## src/rtl/wb_spi_sram_pkg.sv

```systemverilog
// wb_spi_sram_pkg: shared FSM states, SPI opcodes, Wishbone cycle types and header length for wb_spi_sram
package wb_spi_sram_pkg;
  typedef enum logic [2:0] {IDLE, HDR, DATA, ACK, HOLD, DESEL} state_t;
  localparam logic [7:0] SPI_READ = 8'h03;
  localparam logic [7:0] SPI_WRITE = 8'h02;
  localparam logic [2:0] CTI_INCR = 3'b010;
  localparam logic [2:0] CTI_EOB = 3'b111;
  localparam int HDR_BITS = 32;
endpackage

```

## src/rtl/wb_spi_sram_bit.sv

```systemverilog
// spi_bit_engine: mode-0 MSB-first shifter (load/clr/len/data, miso in; sck/mosi out, done pulse, rx byte)
module spi_bit_engine
  import wb_spi_sram_pkg::*;
(
  input  logic                clk,
  input  logic                rst_n,
  input  logic                load,
  input  logic                clr,
  input  logic [5:0]          len,
  input  logic [HDR_BITS-1:0] data,
  input  logic                miso,
  output logic                sck,
  output logic                mosi,
  output logic                done,
  output logic [7:0]          rx
);
  logic [HDR_BITS-1:0] sh;
  logic [4:0] cnt;
  logic busy;
  assign done = busy & sck & (cnt == 5'd0);
  assign rx = {sh[6:0], miso};
  always_ff @(posedge clk or negedge rst_n)
    if (!rst_n) begin
      sh <= '0;
      cnt <= '0;
      busy <= 1'b0;
      sck <= 1'b0;
      mosi <= 1'b0;
    end else if (clr) begin
      busy <= 1'b0;
      sck <= 1'b0;
      mosi <= 1'b0;
    end else if (load) begin
      sh <= data;
      cnt <= 5'(len - 6'd1);
      busy <= 1'b1;
      sck <= 1'b0;
      mosi <= data[HDR_BITS-1];
    end else if (busy) begin
      sck <= !sck;
      if (sck) begin
        sh <= {sh[HDR_BITS-2:0], miso};
        cnt <= cnt - 5'd1;
        busy <= cnt != 5'd0;
        mosi <= (cnt != 5'd0) & sh[HDR_BITS-2];
      end
    end
endmodule

```

## src/rtl/wb_spi_sram.sv

```systemverilog
// wb_spi_sram: Wishbone B4 byte slave (cyc/stb/we/adr/sel/dat/cti in; ack/dat out) streaming onto an SPI SRAM (sck/cs_n/mosi/miso)
module wb_spi_sram
  import wb_spi_sram_pkg::*;
#(
  parameter int ADDR_WIDTH = 24,
  parameter int DATA_WIDTH = 8
) (
  input  logic                  clk_i,
  input  logic                  rst_ni,
  input  logic                  wbs_cyc_i,
  input  logic                  wbs_stb_i,
  input  logic                  wbs_we_i,
  input  logic [ADDR_WIDTH-1:0] wbs_adr_i,
  input  logic                  wbs_sel_i,
  input  logic [DATA_WIDTH-1:0] wbs_dat_i,
  input  logic [2:0]            wbs_cti_i,
  input  logic [1:0]            wbs_bte_i,
  output logic                  wbs_ack_o,
  output logic                  wbs_err_o,
  output logic                  wbs_rty_o,
  output logic [DATA_WIDTH-1:0] wbs_dat_o,
  output logic                  spi_sck_o,
  output logic                  spi_cs_no,
  output logic                  spi_mosi_o,
  input  logic                  spi_miso_i
);
  state_t state;
  logic [ADDR_WIDTH-1:0] adr_q;
  logic [7:0] dat_q, rx, pay;
  logic [HDR_BITS-1:0] ld_data;
  logic we_q, dcnt, done, load, clr, req, idle_go, hold_go, hdr_next, unused;
  assign wbs_err_o = 1'b0;
  assign wbs_rty_o = 1'b0;
  assign unused = ^wbs_bte_i;
  assign req = wbs_cyc_i & wbs_stb_i;
  assign idle_go = (state == IDLE) & req & (!wbs_we_i | wbs_sel_i);
  assign hold_go = (state == HOLD) & req & (wbs_we_i == we_q) & (!wbs_we_i | wbs_sel_i)
                 & (wbs_adr_i == adr_q + ADDR_WIDTH'(1));
  assign hdr_next = (state == HDR) & wbs_cyc_i & done;
  assign clr = (state == HDR || state == DATA) & !wbs_cyc_i;
  assign load = idle_go | hold_go | hdr_next;
  assign pay = !we_q ? 8'h00 : state == HOLD ? wbs_dat_i : dat_q;
  assign ld_data = state == IDLE ? {wbs_we_i ? SPI_WRITE : SPI_READ, wbs_adr_i} : {pay, {(HDR_BITS-8){1'b0}}};
  spi_bit_engine u_bit (
    .clk  (clk_i),
    .rst_n(rst_ni),
    .load (load),
    .clr  (clr),
    .len  (state == IDLE ? 6'(HDR_BITS) : 6'd8),
    .data (ld_data),
    .miso (spi_miso_i),
    .sck  (spi_sck_o),
    .mosi (spi_mosi_o),
    .done (done),
    .rx   (rx)
  );
  always_ff @(posedge clk_i or negedge rst_ni)
    if (!rst_ni) begin
      state <= IDLE;
      spi_cs_no <= 1'b1;
      wbs_ack_o <= 1'b0;
      wbs_dat_o <= '0;
      adr_q <= '0;
      dat_q <= '0;
      we_q <= 1'b0;
      dcnt <= 1'b0;
    end else begin
      wbs_ack_o <= 1'b0;
      case (state)
        IDLE: if (req) begin
          adr_q <= wbs_adr_i;
          we_q <= wbs_we_i;
          dat_q <= wbs_dat_i;
          state <= idle_go ? HDR : ACK;
          spi_cs_no <= !idle_go;
          wbs_ack_o <= !idle_go;
        end
        HDR: if (clr) begin
          state <= DESEL;
          spi_cs_no <= 1'b1;
        end else if (done) state <= DATA;
        DATA: if (clr) begin
          state <= DESEL;
          spi_cs_no <= 1'b1;
        end else if (done) begin
          wbs_ack_o <= 1'b1;
          if (!we_q) wbs_dat_o <= rx;
          state <= ACK;
        end
        ACK: begin
          state <= spi_cs_no ? IDLE : wbs_cti_i == CTI_INCR ? HOLD : DESEL;
          spi_cs_no <= spi_cs_no | (wbs_cti_i != CTI_INCR);
        end
        HOLD: if (hold_go) begin
          adr_q <= wbs_adr_i;
          dat_q <= wbs_dat_i;
          state <= DATA;
        end else if (!wbs_cyc_i | wbs_stb_i) begin
          state <= DESEL;
          spi_cs_no <= 1'b1;
        end
        DESEL: begin
          dcnt <= !dcnt;
          if (dcnt) state <= IDLE;
        end
        default: state <= IDLE;
      endcase
    end
endmodule

```

## config.mk

```make
export PLATFORM = sky130hd
export DESIGN_NAME = wb_spi_sram
export DESIGN_NICKNAME = d
export VERILOG_FILES = /design/src/rtl/wb_spi_sram_pkg.sv /design/src/rtl/wb_spi_sram_bit.sv /design/src/rtl/wb_spi_sram.sv
export SDC_FILE = /design/constraint.sdc
export NUM_CORES = 1
export LEC_CHECK = 0
export BUFFER_PORTS_ARGS = -buffer_cell sky130_fd_sc_hd__buf_2
export CORE_MARGIN = 2
export CORE_UTILIZATION = 38
export CTS_CLUSTER_DIAMETER = 80
export DETAILED_ROUTE_END_ITERATION = 8
export SYNTH_ARGS = -nofsm -noshare
export SYNTH_HDL_FRONTEND = slang
export SYNTH_SLANG_ARGS = --single-unit
```

## constraint.sdc

```tcl
create_clock -name clk_i -period 4.27 [get_ports clk_i]
set_input_delay 0 -clock clk_i [delete_from_list [all_inputs] [get_ports clk_i]]
set_output_delay 0 -clock clk_i [all_outputs]
set_load 0.02 [all_outputs]
```

==> impl_metrics.csv, run 1 <==
group,metric,value,unit
placement,placed_cells,736,
layout,nets,648,
sta,period_needed,3890,ps
cts,cts.reportedPaths.clkPinSlew,60,ps
grt,overflow,0,
sta,max_slew_margin,28.2,%
route,vias,4496,
worst_setup_path,critical_path_buf_inv_count,0,
cts,ctsHtreeMaxLevel,3,
pwr,power_density,654,nW/µm²
worst_setup_path,critPathTopFamily,"simple AND/OR/NAND/NOR gates",
placement,hpwl,9740,µm
grt,grt_pass1_vias,4468,
die,fp.coreArea,13800,µm²
worst_setup_path,setup.worst_path.start_class,"flop",
worst_setup_path,crit_slowest_cell,"and2_2",
die,num_rows,43,
worst_setup_path,crit_type,"reg2reg",
logic_synthesis,synth_top_family_by_area,"simple AND/OR/NAND/NOR gates",
worst_setup_path,cp_cell_sequence,"ha_1 -> nand3_2 -> or3_1 -> o211a_1 -> or4_4 -> nor4_4 -> o2111ai_4 -> and2_2 -> mux2_1",
pwr,ir_drop,322,µV
route,antenna_left,0,
layout,num-fill-cells,1341,
sta,skew,9.21,ps
placement,gp_congestion,0.911,
logic_synthesis,syn_area,5320,µm²
route,routed_wl,14100,µm
grt,grt_use_total,20.0,%
cts,root_buffer,"clkbuf_16",
grt,grt_max_degree,55,
logic_synthesis,ys_ff_latch,86,
pwr,sw_frac_of_total,37.7,%
logic_synthesis,yosys.area_share.simple,21.4,%
sta,tns,0,ps
cts,clock_sinks,86,
route,drt-initial-drc-count,319,
die,die_width,122,µm
logic_synthesis,synth-async-reset-ratio,100,%
logic_synthesis,synth_adder_area_share,0.470,%
layout,drive_above_1_share,24.1,%
pwr,combPwrFrac,42.1,%
pwr,p_sw,1.58,mW
sta,rsz0062_at_grt,"no",
logic_synthesis,avgSynthCellArea,10.1,µm²
layout,fin_area,6400,µm²
layout,layout_commonest_cell,"dfrtp_1",
worst_setup_path,crit_required,4500,ps
die,dieArea,15000,µm²
layout,final_cell_mix,"dfrtp_1 (85), buf_2 (52), nand2_1 (51), dlygate4sd3_1 (35), nand3_1 (34)",
worst_setup_path,critical_path_arrival,4130,ps
layout,final_cells,787,
die,boundaryPins,58,
logic_synthesis,ys.flop_type,"dfrtp_1",
grt,grt_antenna_before_repair,0,
grt,grt_pass1_wl,23300,µm
layout,diodes,0,
route,dr.pass1.iters,5,
logic_synthesis,synth-xor-area-share,4.78,%
logic_synthesis,ys_seq_area_share,40.5,%
worst_setup_path,crit_fanout,32,
run,drv_cap,0,
sta,drv_slew,0,
cts,cts_made_buffers,9,
sta,finalSetupViolCount,0,
sta,tightest_slew,1080,ps
pwr,intPower,2.61,mW
route,drcViolationCount,0,
logic_synthesis,yosys_warnings,0,
pwr,power_frac_clock,20.2,%
sta,clock.fmax,257,MHz
logic_synthesis,synth.area.mux_share,11.4,%
worst_setup_path,end_kind,"flop",
logic_synthesis,synth_cells,529,
placement,place_area,5730,µm²
worst_setup_path,slowest_delay,600,ps
logic_synthesis,synth_compound_area_share,17.1,%
min_path,hold_class,"in2reg",
cts,clock_latency,350,ps
route,routedWlPerCell,17.9,µm
logic_synthesis,ys_types,73,
cts,cts_tree,"built",
sta,period_share,91.2,%
layout,syn_to_final_growth,20.3,%
pwr,leakage,2.75,nW
logic_synthesis,synth_edf_count,0,
pwr,seqPwrFrac,37.7,%
outcome,outcome,"completed",
cts,max-clock-path-buffers,2,
sta,hold_violations,0,
die,fp.dieH,122,µm
die,initial_utilization,38.6,%
route,vias_per_cell,5.71,
placement,io_buffers,53,
==> timing repair <==
| item | CTS | global route |
|---|---|---|
| endpoints found under the setup margin | 0 | 2 |
| endpoints found under the hold margin | 67 | 0 |
| resized for setup | 0 | 1 |
| setup buffers | 0 | 0 |
| hold buffers | 35 | 0 |
==> logic make-up after synthesis <==
family	after synthesis
AOI/OAI and AO/OA	110
xor gates and xnor gates	29
adders and majority gates	2
buffers and inverters	48
DFF	86
muxes	45
other	1
and+or+nand+nor	208
==> worst register-to-register path, stage by stage, from the launching register on <==
cell and delay (ps):
dfrtp_1 450, ha_1 260, nand3_2 170, or3_1 410
o211a_1 230, or4_4 520, nor4_4 360, o2111ai_4 300
and2_2 600, mux2_1 480
==> layout make-up <==
class | count | area, µm² | area share [%]
inverters | 10 | 37.5 | 0.587
repair buffers | 99 | 713 | 11.1
clock buffers | 11 | 233 | 3.64
well taps | 180 | 225 | 3.52
flip-flops and latches | 86 | 2150 | 33.6
multi-input cells | 396 | 2950 | 46.2
clock inverters | 5 | 83.8 | 1.31
==> registers in the layout (all words and copies together), names as in the netlist, 3 cells and up <==
signal     flops
wbs_dat_o      8
u_bit.sh      31
dat_q          8
u_bit.cnt      5
adr_q         24
state          3
==> cells in the mapped netlist, types with 3 or more instances <==
cell      number  area share [%]
dfrtp_1       85              40
inv_1         10            0.71
mux2_4        28             7.9
a21oi_1        9            0.85
nor3_1        22             2.1
a221o_1        5            0.94
o211ai_1       5            0.71
o221a_1       10             2.1
nor3b_1        4            0.56
nand2_1       51             3.6
a221oi_1       4            0.66
nand2b_1       9             1.1
o221a_2       14             3.0
a21boi_0       6            0.85
o21ai_0       15             1.4
mux2_2        10             2.1
nor2_1        14            0.99
o22ai_1        3            0.35
nor4_1         5            0.59
buf_6          4            0.85
nand4_1        9             1.1
buf_4          3            0.42
and2_1        13             1.5
mux2i_1        5            0.94
xor2_1        13             2.1
nand3_1       34             3.2
and3_1         6            0.71
a31oi_1        6            0.71
or3_1         20             2.4
o21ai_1        7            0.66
clkbuf_1      23             1.6
a22o_1         4            0.66
buf_2          6            0.56
nor4b_1        5            0.82
xnor2_1       16             2.6
==> power by group through the flow <==
stage	Sequential, mW	Combinational, mW	Clock, mW
global route	1.64	1.93	0.902
floorplan	1.46	1.42	0
CTS	1.57	1.76	0.868
global placement	1.57	1.70	0
detailed placement	1.58	1.73	0
finish	1.58	1.76	0.845
==> final timing paths <==
path                            cells after the start  startpoint      endpoint  slack, ps
worst max register to register                      9    adr_q[0]      dat_q[7]        380
worst min-delay path                                3   wbs_sel_i     wbs_ack_o         30
max in group asynchronous                           3      rst_ni  u_bit.cnt[0]       3080
worst min register to register                      1        dcnt          dcnt        470
worst max-delay path                                9    adr_q[0]      dat_q[7]        380
min in group asynchronous                           2      rst_ni      adr_q[9]        140
==> per-layer routing <==
metal | GRT usage, % | wire length [µm] | vias to the layer above
met1 | 26.5 | 6490 | 2224
li1 | - | - | 2121
met2 | 32.6 | 6690 | 128
met5 | 0 | 0 | -
met3 | 4.46 | 650 | 23
met4 | 5.96 | 228 | 0
==> through the flow <==
step                      hold slack, ps  utilization, %  worst slack [ps]  total power, mW
after floorplan                     -296               -               676             2.88
after global placement             -29.1            41.6               448             3.26
after detailed placement           -17.9            41.6               383             3.31
after CTS                           16.7            46.4               368             4.21
after global routing                55.1            46.5               114             4.47
final                               28.4            46.5               375             4.19
Note: power is estimated with default switching activity, not from simulation.
==> inputs of run 2 (changes only) <==
--- a/config.mk
+++ b/config.mk
@@ -5,7 +5,9 @@
 export SDC_FILE = /design/constraint.sdc
 export NUM_CORES = 1
 export LEC_CHECK = 0
+export ABC_AREA = 1
 export BUFFER_PORTS_ARGS = -buffer_cell sky130_fd_sc_hd__buf_2
+export CAP_MARGIN = 20
 export CORE_MARGIN = 2
 export CORE_UTILIZATION = 38
 export CTS_CLUSTER_DIAMETER = 80
==> constraint.sdc (replaced) <==
create_clock -name clk_i -period 4.27 [get_ports clk_i]
set_input_delay 0 -clock clk_i [delete_from_list [all_inputs] [get_ports clk_i]]
set_output_delay 0 -clock clk_i [all_outputs]
set_load 0.01 [all_outputs]
==> impl_metrics.csv, run 2 <==
group,metric,value,unit
route,routed_wl,12600,µm
logic_synthesis,yosys_warnings,0,
pwr,p_sw,1.55,mW
pwr,power_density,614,nW/µm²
outcome,outcome,"completed",
cts,clock_sinks,86,
pwr,combPwrFrac,41.2,%
route,drcViolationCount,0,
cts,ctsHtreeMaxLevel,3,
cts,clock_latency,340,ps
logic_synthesis,ys.flop_type,"dfrtp_1",
cts,root_buffer,"clkbuf_16",
route,dr.pass1.iters,5,
sta,rsz0062_at_grt,"no",
sta,hold_violations,0,
pwr,seqPwrFrac,38.1,%
route,vias,4599,
pwr,ir_drop,219,µV
cts,cts_made_buffers,9,
run,drv_cap,0,
grt,grt_use_total,18.0,%
logic_synthesis,yosys.area.top_type,"dfrtp_1",
grt,grt_max_degree,74,
worst_setup_path,setup.worst_path.start_class,"flop",
logic_synthesis,avgSynthCellArea,7.66,µm²
layout,layout_commonest_cell,"nand2_1",
layout,reg_top3,"u_bit.sh x31, adr_q x24",
placement,gp_congestion,0.900,
layout,largest_reg_flops,31,
logic_synthesis,synthTopCellsByArea,"dfrtp_1 (41%), nand2_1 (13%), inv_1 (5.7%), nor2_1 (5.7%), nand3_1 (5.1%)",
logic_synthesis,ys_types,45,
pwr,intPower,2.28,mW
sta,max_slew_margin,38.6,%
cts,cts_setup_buffers,0,
die,boundaryPins,58,
logic_synthesis,yosys-top-cells-count,"nand2_1 (180), dfrtp_1 (85), inv_1 (80), nor2_1 (80), nand3_1 (53)",
sta,clock.fmax,297,MHz
grt,overflow,0,
cts,cts.reportedPaths.clkPinSlew,60,ps
cts,cts_tree,"built",
placement,hpwl,9220,µm
worst_setup_path,end_kind,"flop",
layout,utilization,46.8,%
logic_synthesis,syn_area,5240,µm²
die,fp.coreArea,13300,µm²
min_path,hold_class,"in2reg",
route,antenna_left,0,
logic_synthesis,synth_cells,683,
logic_synthesis,synth-async-reset-ratio,100,%
pwr,power_frac_clock,20.7,%
die,dieArea,14700,µm²
sta,tns,0,ps
logic_synthesis,ys_ff_latch,86,
route,drt-initial-drc-count,287,
layout,diodes,0,
layout,top_register,"u_bit.sh",
sta,drv_slew,0,
placement,io_buffers,53,
layout,drive_above_1_share,15.5,%
die,fp.dieH,121,µm
sta,period_share,79.0,%
layout,syn_to_final_growth,19.2,%
layout,num-fill-cells,1337,
grt,grt_pass1_vias,4296,
cts,cts_hold_buf,36,
logic_synthesis,synth_top_area_share,40.6,%
pwr,sw_frac_of_total,40.6,%
worst_setup_path,critical_path_arrival,3610,ps
pwr,leakage,3.06,nW
cts,max-clock-path-buffers,2,
worst_setup_path,crit_required,4510,ps
die,die_width,121,µm
layout,fin_area,6240,µm²
grt,grt_pass1_wl,21100,µm
die,initial_utilization,39.2,%
die,num_rows,42,
worst_setup_path,crit_type,"reg2reg",
worst_setup_path,crit_fanout,38,
route,vias_per_cell,4.86,
cts,cts_resized,0,
layout,nets,811,
layout,final_cell_mix,"nand2_1 (180), dfrtp_1 (85), inv_1 (80), nor2_1 (80), nand3_1 (53)",
placement,place_area,5580,µm²
sta,tightest_slew,921,ps
logic_synthesis,ys_seq_area_share,41.1,%
logic_synthesis,synth.most_common_cell,"nand2_1",
logic_synthesis,synth_edf_count,0,
sta,skew,8.81,ps
sta,finalSetupViolCount,0,
sta,period_needed,3370,ps
route,routedWlPerCell,13.4,µm
grt,grt_antenna_before_repair,0,
-- run 2: through the flow --
step | total power, mW | hold slack [ps] | setup WS, ps | instances
after global placement | 2.96 | -141 | 981 | 894
after detailed placement | 3.02 | -137 | 934 | 894
final | 3.83 | 23.5 | 898 | 946
after CTS | 3.85 | 14.4 | 915 | 946
after floorplan | 2.68 | -296 | 1790 | 684
after global routing | 4.18 | 34.5 | 507 | 946
-- run 2: kinds of logic (layout without fill, tap and decap cells) --
group,after synthesis,after routing,share of synthesized area (%)
DFF,86,86,41.1
adders and majority gates,2,2,0.478
muxes,25,25,5.90
other,1,2,0.0716
buffers and inverters,111,197,10.0
and+or+nand+nor,347,347,29.3
xor gates and xnor gates,19,19,3.18
AOI/OAI and AO/OA,92,92,9.97
-- run 2: power groups by stage --
stage               logic, mW  registers (mW)  clock network [mW]
floorplan                1.28            1.39                   0
global placement         1.51            1.46                   0
detailed placement       1.55            1.47                   0
CTS                      1.58            1.46               0.808
global route             1.83            1.51               0.848
finish                   1.58            1.46               0.792
-- run 2: path summary, 6_finish.rpt --
kind / startpoint / endpoint / slack [ps] / depth (start not counted)
worst max-delay path: adr_q[1] / u_bit.cnt[4] / 900 / 21
worst min register to register: wbs_dat_o[0] / wbs_dat_o[0] / 480 / 2
worst min-delay path: wbs_adr_i[5] / u_bit.sh[5] / 20 / 3
max in group asynchronous: rst_ni / u_bit.sh[0] / 3060 / 3
min in group asynchronous: rst_ni / dat_q[4] / 40 / 2
worst max register to register: adr_q[1] / u_bit.cnt[4] / 900 / 21
-- run 2: critical path, cell delays in order (launching register included) --
cell,delay [ps]
dfrtp_1,400
ha_1,230
nand2_2,100
nor2_4,140
nand2_1,110
nor2_1,200
nand2_1,80
nand2_1,60
nand2_1,40
nor2_1,80
nand2_1,90
nor2_4,170
nand2_4,110
nand2_4,350
inv_1,350
nand2_1,170
ha_1,190
nand2_1,70
nor2_1,130
nand3_1,90
nand2_1,70
inv_1,30
-- run 2: area by class of cell --
class | instances | area [µm²] | share of cell area, %
Clock inverter | 5 | 58.8 | 0.942
Inverter | 87 | 332 | 5.31
Sequential cell | 86 | 2150 | 34.5
Tap cell | 176 | 220 | 3.53
Timing Repair Buffer | 94 | 666 | 10.7
Clock buffer | 11 | 243 | 3.89
Multi-Input combinational cell | 487 | 2570 | 41.2
-- run 2: metal layers --
metal	track usage (%)	share of wire (%)
met1	26.5	50
met2	27.7	45
met3	2.40	3.6
met4	5.39	1.2
met5	0	0
==> inputs of run 3 (changes only) <==
==> constraint.sdc (replaced) <==
create_clock -name clk_i -period 2.8 [get_ports clk_i]
set_input_delay 0 -clock clk_i [delete_from_list [all_inputs] [get_ports clk_i]]
set_output_delay 0 -clock clk_i [all_outputs]
set_load 0.01 [all_outputs]
==> impl_metrics.csv, run 3 (synthesis results as in run 2) <==
group,metric,value,unit
outcome,outcome,"completed",
worst_setup_path,cp_cell_sequence,"ha_4 -> nand2_2 -> nor2_4 -> nand3_1 -> nor2_1 -> nor2_1 -> nor2_1 -> nand2_1 -> nor3_4 -> nand2_4 -> nand2_4 -> inv_2 -> nand2_2 -> ha_4 -> nand2_2 -> nor2_4 -> nand3_1 -> nand2_1 -> inv_1",
pwr,leakage,3.18,nW
layout,drive_above_1_share,18.6,%
cts,cts.reportedPaths.clkPinSlew,70,ps
worst_setup_path,critical_path_arrival,2840,ps
grt,grt_max_degree,53,
pwr,ir_drop,388,µV
route,dr.max_layer_used,"met4",
die,fp.coreArea,13300,µm²
route,routedWlPerCell,14.3,µm
layout,final_cell_mix,"nand2_1 (177), dfrtp_1 (85), inv_1 (79), nor2_1 (76), nand3_1 (53)",
die,initial_utilization,39.2,%
sta,rsz0062_at_grt,"yes",
layout,reg_top3,"u_bit.sh x31, adr_q x24",
route,routed-wl-met2,6200,µm
sta,finalSetupViolCount,0,
sta,hold_violations,0,
layout,nets,827,
route,drt-initial-drc-count,254,
sta,fin_worst_hold_slack,17.9,ps
min_path,hold_class,"in2reg",
sta,tightest_slew,686,ps
worst_setup_path,critical_path_buf_inv_count,2,
layout,utilization,48.9,%
worst_setup_path,slowest_delay,430,ps
layout,largest_reg_flops,31,
cts,clock_sinks,86,
min_path,min_path_cells,3,
die,die_width,121,µm
pwr,power_density,953,nW/µm²
worst_setup_path,crit_type,"reg2reg",
placement,io_buffers,53,
worst_setup_path,reg2reg_depth,19,
route,vias,4786,
route,wl_met3,564,µm
worst_setup_path,cp.depth,19,
route,routed_wl,13700,µm
worst_setup_path,setup.worst_path.start_class,"flop",
worst_setup_path,end_kind,"flop",
route,drcViolationCount,0,
layout,multi_input_area,2630,µm²
sta,clock.fmax,386,MHz
worst_setup_path,crit_required,3050,ps
cts,max-clock-path-buffers,2,
sta,tns,0,ps
layout,layout_commonest_cell,"nand2_1",
layout,syn_to_final_growth,24.7,%
sta,period_share,92.5,%
route,dr.pass1.iters,4,
layout,top_register,"u_bit.sh",
cts,clock_latency,350,ps
cts,cts_tree,"built",
run,drv_cap,0,
grt,grt_antenna_before_repair,0,
cts,cts_made_buffers,9,
grt,overflow,0,
route,vias_per_cell,4.98,
worst_setup_path,crit_slowest_cell,"dfrtp_1",
sta,max_slew_margin,54.3,%
layout,seq_area,2150,µm²
sta,period_needed,2590,ps
grt,grt_pass1_wl,22200,µm
grt,grt_pass1_vias,4498,
worst_setup_path,crit_fanout,6,
grt,grt_use_total,19.3,%
die,boundaryPins,58,
die,num_rows,42,
layout,num-fill-cells,1344,
cts,root_buffer,"clkbuf_16",
worst_setup_path,critPathTopFamily,"simple AND/OR/NAND/NOR gates",
placement,hpwl,9610,µm
cts,ctsHtreeMaxLevel,3,
route,wl_met1,6600,µm
sta,drv_slew,0,
route,antenna_left,0,
die,dieArea,14700,µm²
layout,diodes,0,
placement,gp_congestion,0.883,
sta,skew,10.2,ps
die,fp.dieH,121,µm
run 3: cell types whose count changed in the layout (fill, tap and decap cells not counted), sizes merged:
| cell | delta |
|---|---|
| buf | +13 |
| inv | +2 |
| bufinv | +1 |
| clkbuf | +1 |
| clkinvlp | -1 |
run 3: worst reg2reg max path, delay by kind of cell, from the launching register on:
| kind | cells | cell delay, ps |
|---|---|---|
| buf+inv | 2 | 100 |
| flops | 1 | 430 |
| fa+ha+maj | 2 | 310 |
| simple gates | 15 | 1630 |
run 3: layer usage:
layer / vias to the layer above / GRT usage, %
met4: 0 / 8.62
li1: 2385 / -
met1: 2252 / 27.4
met2: 120 / 29.2
met3: 29 / 2.91
met5: - / 0
run 3: final cells by class:
cell class / count / share of cell area [%]
flip-flops and latches: 86 / 33.0
clock inverters: 6 / 1.44
multi-input cells: 487 / 40.3
repair buffers: 109 / 13.0
clock buffers: 10 / 3.51
inverters: 87 / 5.20
repair inverters: 1 / 0.134
well taps: 176 / 3.37
run 3: power breakdown:
part	switching (mW)	internal, mW
clock network	0.535	0.789
registers	0.456	1.78
logic	1.55	1.11
total	2.54	3.68
run 3: worst paths after layout:
kind / endpoint / slack (ps) / from
setup / recovery: u_bit.cnt[4] / 210 / adr_q[0]
hold / removal: u_bit.sh[5] / 20 / wbs_adr_i[5]
setup reg to reg: u_bit.cnt[4] / 210 / adr_q[0]
hold reg to reg: dcnt / 470 / dcnt
max in group asynchronous: adr_q[19] / 1840 / rst_ni
min in group asynchronous: dat_q[7] / 220 / rst_ni
run 3: through the flow:
stage          cell area [µm²]  power [mW]  setup WS (ps)  std cells
2_1_floorplan             5240        4.08            324        684
3_3_place_gp              5670        4.61            203        901
3_5_place_dp              5670        4.69            121        901
4_1_cts                   6350        6.07           75.0        953
5_1_grt                   6530        6.73          -56.8        962
6_report                  6530        6.22            211        962
run 3: what timing repair did:
item,CTS,global route
hold buffers,36,0
endpoints found under the hold margin,103,0
resized for setup,0,18
buffers inserted,0,6
endpoints found under the setup margin,0,50
